===== src/rtl/alu_issue.sv =====
// alu_issue: single-issue command front end for an external combinational ALU.
//
// Each command passes through IDLE -> EXEC -> DONE, so at most one command
// is accepted every three cycles.
//   IDLE : cmd_ready = 1. Accepting a command captures its fields and reads
//          the rs and rt operands from the register file.
//   EXEC : alu_a, alu_b and alu_op are driven from registers. On the closing
//          edge the result (cmd_imm for li, alu_y otherwise) is written to rd
//          and captured into res_data/res_rd. ALU commands also load the flags.
//   DONE : res_valid is high for this one cycle.
//
// Ports:
//   clk, reset           clock; asynchronous active-high reset
//   cmd_valid/cmd_ready  command handshake. Strict valid/ready: a command
//                        transfers on a rising edge where both are high.
//                        cmd_valid may be held, and cmd_* are ignored while
//                        cmd_ready is low.
//   cmd_op/li/rd/rs/rt/imm  command fields
//   alu_a/alu_b/alu_op   operands and opcode sent to the downstream ALU
//   alu_y/cout/zero      ALU result and flags
//   res_valid/data/rd    write-back report; res_valid pulses for one cycle
//   flag_c/flag_z        sticky flags from the most recent ALU command
//   dbg_addr/dbg_data    combinational register-file read port
//   dbg_state            current FSM state (0 IDLE, 1 EXEC, 2 DONE)
module alu_issue #(
  parameter int REG_AW = 3
) (
  input  logic              clk,
  input  logic              reset,
  input  logic              cmd_valid,
  output logic              cmd_ready,
  input  logic [2:0]        cmd_op,
  input  logic              cmd_li,
  input  logic [REG_AW-1:0] cmd_rd,
  input  logic [REG_AW-1:0] cmd_rs,
  input  logic [REG_AW-1:0] cmd_rt,
  input  logic [31:0]       cmd_imm,
  output logic [31:0]       alu_a,
  output logic [31:0]       alu_b,
  output logic [2:0]        alu_op,
  input  logic [31:0]       alu_y,
  input  logic              alu_cout,
  input  logic              alu_zero,
  output logic              res_valid,
  output logic [31:0]       res_data,
  output logic [REG_AW-1:0] res_rd,
  output logic              flag_c,
  output logic              flag_z,
  input  logic [REG_AW-1:0] dbg_addr,
  output logic [31:0]       dbg_data,
  output logic [1:0]        dbg_state
);

  localparam int NREG = 1 << REG_AW;

  typedef enum logic [1:0] {
    IDLE = 2'd0,
    EXEC = 2'd1,
    DONE = 2'd2
  } state_t;

  state_t state_q, state_d;

  logic [31:0]       rf [NREG];
  logic [2:0]        op_q;
  logic              li_q;
  logic [REG_AW-1:0] rd_q;
  logic [31:0]       imm_q;
  logic [31:0]       a_q;
  logic [31:0]       b_q;

  logic              accept;
  logic              exec_end;
  logic [31:0]       result;
  logic [31:0]       rs_val;
  logic [31:0]       rt_val;

  // Register 0 is forced to zero on every read port. It is never written
  // anyway, but the explicit mux keeps that true by construction.
  assign rs_val   = (cmd_rs   == '0) ? 32'd0 : rf[cmd_rs];
  assign rt_val   = (cmd_rt   == '0) ? 32'd0 : rf[cmd_rt];
  assign dbg_data = (dbg_addr == '0) ? 32'd0 : rf[dbg_addr];

  assign accept   = cmd_valid && (state_q == IDLE);
  assign exec_end = (state_q == EXEC);
  assign result   = li_q ? imm_q : alu_y;

  assign alu_a     = a_q;
  assign alu_b     = b_q;
  assign alu_op    = op_q;
  assign dbg_state = state_q;

  always_ff @(posedge clk or posedge reset) begin
    if (reset) begin
      state_q <= IDLE;
    end else begin
      state_q <= state_d;
    end
  end

  always_comb begin
    state_d   = state_q;
    cmd_ready = 1'b0;
    res_valid = 1'b0;
    case (state_q)
      IDLE: begin
        cmd_ready = 1'b1;
        if (cmd_valid) state_d = EXEC;
      end
      EXEC: state_d = DONE;
      DONE: begin
        res_valid = 1'b1;
        state_d   = IDLE;
      end
      default: state_d = IDLE;
    endcase
  end

  // Command capture, operand read and write-back reporting.
  always_ff @(posedge clk or posedge reset) begin
    if (reset) begin
      op_q     <= 3'd0;
      li_q     <= 1'b0;
      rd_q     <= '0;
      imm_q    <= 32'd0;
      a_q      <= 32'd0;
      b_q      <= 32'd0;
      res_data <= 32'd0;
      res_rd   <= '0;
      flag_c   <= 1'b0;
      flag_z   <= 1'b0;
    end else begin
      if (accept) begin
        op_q  <= cmd_op;
        li_q  <= cmd_li;
        rd_q  <= cmd_rd;
        imm_q <= cmd_imm;
        a_q   <= rs_val;
        b_q   <= rt_val;
      end
      if (exec_end) begin
        // A write to r0 is discarded, but the computed value is still reported.
        res_data <= result;
        res_rd   <= rd_q;
        if (!li_q) begin
          flag_c <= alu_cout;
          flag_z <= alu_zero;
        end
      end
    end
  end

  // Register file. Writes land on the edge that closes EXEC, so they are
  // visible to the next accept (at least two edges later) without a bypass.
  always_ff @(posedge clk or posedge reset) begin
    if (reset) begin
      for (int i = 0; i < NREG; i++) rf[i] <= 32'd0;
    end else if (exec_end && (rd_q != '0)) begin
      rf[rd_q] <= result;
    end
  end

endmodule


===== config.mk =====
export PLATFORM = sky130hd
export DESIGN_NAME = alu_issue
export DESIGN_NICKNAME = d
export VERILOG_FILES = /design/src/rtl/alu_issue.sv
export SDC_FILE = /design/constraint.sdc
export NUM_CORES = 1
export LEC_CHECK = 0
export ABC_CLOCK_PERIOD_IN_PS = 11600
export CORE_MARGIN = 3
export CORE_UTILIZATION = 51
export DETAILED_ROUTE_END_ITERATION = 16
export PLACE_DENSITY = 0.75
export SLEW_MARGIN = 15
export SYNTH_ARGS = -nofsm -noshare
export SYNTH_HDL_FRONTEND = slang
export SYNTH_SLANG_ARGS = --single-unit

===== constraint.sdc =====
create_clock -name clk -period 11.6 [get_ports clk]
set_clock_uncertainty 0.05 [all_clocks]
set_input_delay 2.32 -clock clk [delete_from_list [all_inputs] [get_ports clk]]
set_output_delay 2.32 -clock clk [all_outputs]
set_load 0.05 [all_outputs]

== Yosys cells after proc, flatten, opt, wreduce, memory -nomap -nowiden ==
Cells that the tools add are included.
Storage, ports and cells
  flip-flop bits (word level): 398
  output and inout port bits: 140
  word-level logic and storage cells: 61
Cells by class
  $lt $le $gt $ge: 5
  eq/ne operators: 3
  muxes and demuxes: 20
  bitwise gates (word level): 5
  reductions and logical operators: 9
Operator list (count)
  $mux 32: 11
  $bmux 32 s3: 3
  $bwmux 256: 1
  $demux 32 s3: 1
  $ge 4x4->1 const B: 4
  $not 3->4: 4
  $logic_not 3->1: 3
  $lt 4x1->1 const B: 1
  $pmux 2 s2: 1
  $logic_and 1x1->1: 3
  $reduce_bool 3->1: 1
  $eq 2x1->1 const B: 1
  $eq 2x2->1 const B: 1
  $logic_not 2->1: 1
  $mux 1: 2
  $mux 2: 1
  $ne 2x2->1 const B: 1
  $reduce_and 2->1: 1
  $not 1->1: 1

== Logic depth before layout (Yosys ltp) ==
  word-level depth: 6
  depth in mapped cells: 8
  mapped depth without buffers: 5

== Least setup slack after synthesis ==
Ideal clock, no wire load.
  kind: in2out
  start: input port dbg_addr[1]
  end: output port dbg_data[31]
  arrival time: 4.258 ns
  slack: 4.972 ns
  stages on the path: 5
  path buffers: 2
  cell sequence: buf_2 > nor2b_1 > clkbuf_1 > a22oi_1 > o21ai_0
Between the ends
  cells in the longest elaborated chain, start to end: 5
  elaborated cells between the ends (all ways): 6
  classes of those cells: 4 x mux; 1 x bitwise; 1 x reduce/logical
RTL lines
  start, declared: line 49  | input logic [REG_AW-1:0] dbg_addr,
  $not 3->4 (not written as such): line 82  | assign dbg_data = (dbg_addr == '0) ? 32'd0 : rf[dbg_addr];
  $bmux 32 s3: line 82
  $mux 32 (not written as such) (2 in series): line 82
  $mux 32 *: line 82
  end, declared: line 50  | output logic [31:0] dbg_data,
Every way passes the cells marked *; elsewhere a longest branch is shown, timed or not. The select of a mux whose other input is x is not followed.

== Worst setup path after layout ==
  start: input port dbg_addr[1]
  end: output port dbg_data[15]
The elaborated chain is that of the path after synthesis.

==> metrics.csv <==
stage,metric,value,unit
route,Initial DRC Count,1387,
floorplanning,Core Rows,69,
critical_path,Startpoint Class,primary input,
placement,Post-DP HPWL,32400,µm
synthesis,post-synthesis xor/xnor area fraction,0,%
pwr,LEAKAGE,9.70,nW
critical_path,Slowest cell on crit path,clkdlybuf4s50_1,
synthesis,most common cell in the netlist,dfrtp_1,
synthesis,Synth Area in Compound Gates,17.8,%
synthesis,Yosys cell types,32,
clock_network,CTS tree,done,
clock_network,Worst-Skew Late Latency,0.54,ns
synthesis,Synth Cell Area,18800,µm²
floorplanning,die area,39300,µm²
synthesis,asr flop ratio synth,100,%
clock_network,H-tree level count,2,
timing,Setup TNS,0,ns
synthesis,Syn Nets,1915,
global_route,initial antenna violation count,0,
timing,Tcrit/Tclk final,67.7,%
global_route,gr ovfl total,0,
route,DR WL/cell,23.0,µm
synthesis,YS warnings,0,
global_route,vias in the first global route,15900,
floorplanning,Core ar.,36000,µm²
route,Post-Route WL,56400,µm
timing,Slew HR,16.6,%
cells_and_area,share of cells above drive strength 1,13.4,%
critical_path,Worst Path Max Fanout,65,
critical_path,Worst EP arrival,5.49,ns
clock_network,clk root buf,clkbuf_16,
global_route,global-route wire length before repair,88400,µm
min_path,Hold Crit Class,flip-flop to flip-flop,
synthesis,share of the synthesized area in the top cell type,48.6,%
synthesis,Mapped Cells,1830,
cells_and_area,antenna cells,0,
synthesis,#FFs+latches synth,366,
synthesis,largest area contributor in the netlist,dfrtp_1,
critical_path,"slowest stage delay, CP",0.87,ns
synthesis,top_reg_cell synth,dfrtp_1,
timing,unrepaired setup endpoints after global routing,no,
run,Max Cap Viol,0,
clock_network,Post-CTS Setup Bufs,0,
route,DR pass1 iterations,5,
synthesis,mux share of post-synthesis cell area,18.4,%
clock_network,cts repair resizes,0,
pwr,power consumption,6.15,mW
timing,final hold vios,0,
synthesis,most frequent cells after synthesis,"dfrtp_1 (366), nand2_1 (276), nor2_1 (171)",
timing,Fmax,127,MHz
floorplanning,Die W,198,µm
status,status,"finished, final reports clean",
global_route,largest net degree at the start of global routing,140,
placement,routability cong.,0.839,
floorplanning,Ports,225,
placement,# port buffers,224,
placement,placed insts,2382,
clock_network,Worst-path clk slew,0.06,ns
critical_path,Crit Path Category,primary input to primary output,
timing,Tightest Pin Transition,1.25,ns
timing,Final min period,7.86,ns
critical_path,CP Cell Sequence,"buf_4, nor2b_4, buf_16, a221oi_1, a21oi_1, clkdlybuf4s50_1",
cells_and_area,Layout area overhead,19.2,%
synthesis,Adder-Cell Fraction of Synth Area,0,%
pwr,worst vdd ir,0.000187,V
cells_and_area,"non-filler cells, final",2458,
cells_and_area,Layout Nets,2050,
timing,"Setup violations, final",0,
clock_network,Longest Clk Path Bufs,3,
clock_network,Inserted Clock Buffers,41,
synthesis,largest cells by area after synthesis,"dfrtp_1 (49%), mux2i_1 (8.6%), mux2_2 (5.7%)",
global_route,All-Layer GR Usage,28.6,%
route,Routed Antenna Nets,0,
synthesis,register area share after synthesis,48.6,%
synthesis,simple-gate area share of the yosys netlist,9.80,%
critical_path,Worst Path Required,9.23,ns
floorplanning,Initial Util,52.3,%
timing,Max Slew Vio Count,0,
synthesis,Synth Area per Inst,10.3,µm²
pwr,PwrDens,274,nW/µm²
synthesis,Post-synth EDFFs,0,
clock_network,CTS Sinks,366,
route,residual DRC count,0,
route,Vias per Instance,6.26,
clock_network,cts hold-fix bufs,0,
synthesis,main combinational cell family by area after synthesis,multiplexers,
route,via count,15400,
critical_path,CP endpoint kind,primary output,
floorplanning,die height,198,µm
-- path summary, 6_finish.rpt --
path / from / to / slack [ns] / depth (start not counted)
min in group asynchronous: reset / imm_q[26]$_DFFE_PP0P_ / 2.26 / 3
setup / recovery: dbg_addr[1] / dbg_data[15] / 3.74 / 6
max in group asynchronous: reset / alu_b[13]$_DFFE_PP0P_ / 7.50 / 4
hold / removal: imm_q[5]$_DFFE_PP0P_ / imm_q[5]$_DFFE_PP0P_ / 0.42 / 2
setup reg to reg: dbg_state[0]$_DFFE_PP0P_ / alu_a[14]$_DFFE_PP0P_ / 8.55 / 6
hold reg to reg: imm_q[5]$_DFFE_PP0P_ / imm_q[5]$_DFFE_PP0P_ / 0.42 / 2
-- layout by cell type (no fill, tap or decap), types with 3 or more instances in the layout --
master,Yosys,routed
clkdlybuf4s50_1,0,215
nor2_1,171,171
a221o_1,23,23
inv_1,33,32
mux2_2,96,96
o21ai_0,98,98
a221oi_1,54,54
o22a_1,39,39
clkbuf_1,60,11
buf_2,54,5
nand2_1,276,275
dfrtp_1,366,365
a22oi_1,40,40
mux4_2,34,34
o21ai_2,19,19
a21oi_1,161,161
o21ai_1,39,39
buf_4,20,28
clkinv_2,0,5
o221ai_1,39,39
mux2i_1,162,162
nor2b_4,0,3
clkbuf_8,0,10
bufinv_16,0,4
clkbuf_16,0,43
-- registers in the layout, indices dropped and copies added (netlist names) --
name	flops
imm_q	32
flag_z	1
alu_a	32
li_q	1
flag_c	1
rf	224
alu_b	32
rd_q	3
res_rd	3
dbg_state	2
alu_op	3
res_data	32
-- per-layer routing --
metal  vias to the layer above  part of all wire (%)  global-route usage, %
met3                       169                   8.6                   5.29
li1                       6881                     -                      -
met1                      7606                    41                   38.0
met4                         0                   3.8                   12.2
met2                       743                    47                   46.4
met5                         -                     0                      0
-- final cells by class --
cell class / count / area, µm²
repair buffers: 251 / 2450
multi-input cells: 1269 / 8710
clock buffers: 64 / 1250
clock inverters: 11 / 161
flip-flops and latches: 366 / 9160
well taps: 461 / 577
fillers: 2914 / 13600
inverters: 36 / 141
-- per-stage QoR --
step                      cell area (µm²)  utilization [%]  setup slack, ns  hold WS (ns)
after floorplan                     18800                -             4.32         0.395
after detailed placement            21000             58.3             3.58         0.412
after global routing                22500             62.4             3.74         0.443
final                               22500             62.4             3.74         0.424
after CTS                           22400             62.3             3.58         0.426
after global placement              21000             58.3             3.54         0.406
-- power by group --
part / internal [mW] / switching [mW] / leakage, nW / total [mW]
Combinational: 0.997 / 1.47 / 4.84 / 2.47
Sequential: 1.81 / 0.510 / 4.17 / 2.32
Clock: 0.832 / 0.523 / 0.696 / 1.36
-- cell families (layout without fill, tap and decap cells) --
group,after synthesis,after routing
DFF,366,366
and+or+nand+nor,465,465
muxes,292,292
AOI/OAI and AO/OA,512,512
buffers and inverters,195,362
-- critical path, delay by kind of cell --
| family | cells | cell delay [ns] |
|---|---|---|
| compound gates | 2 | 0.41 |
| buf+inv | 3 | 1.93 |
| simple gates | 1 | 0.80 |
Note: power is estimated with default switching activity, not from simulation.
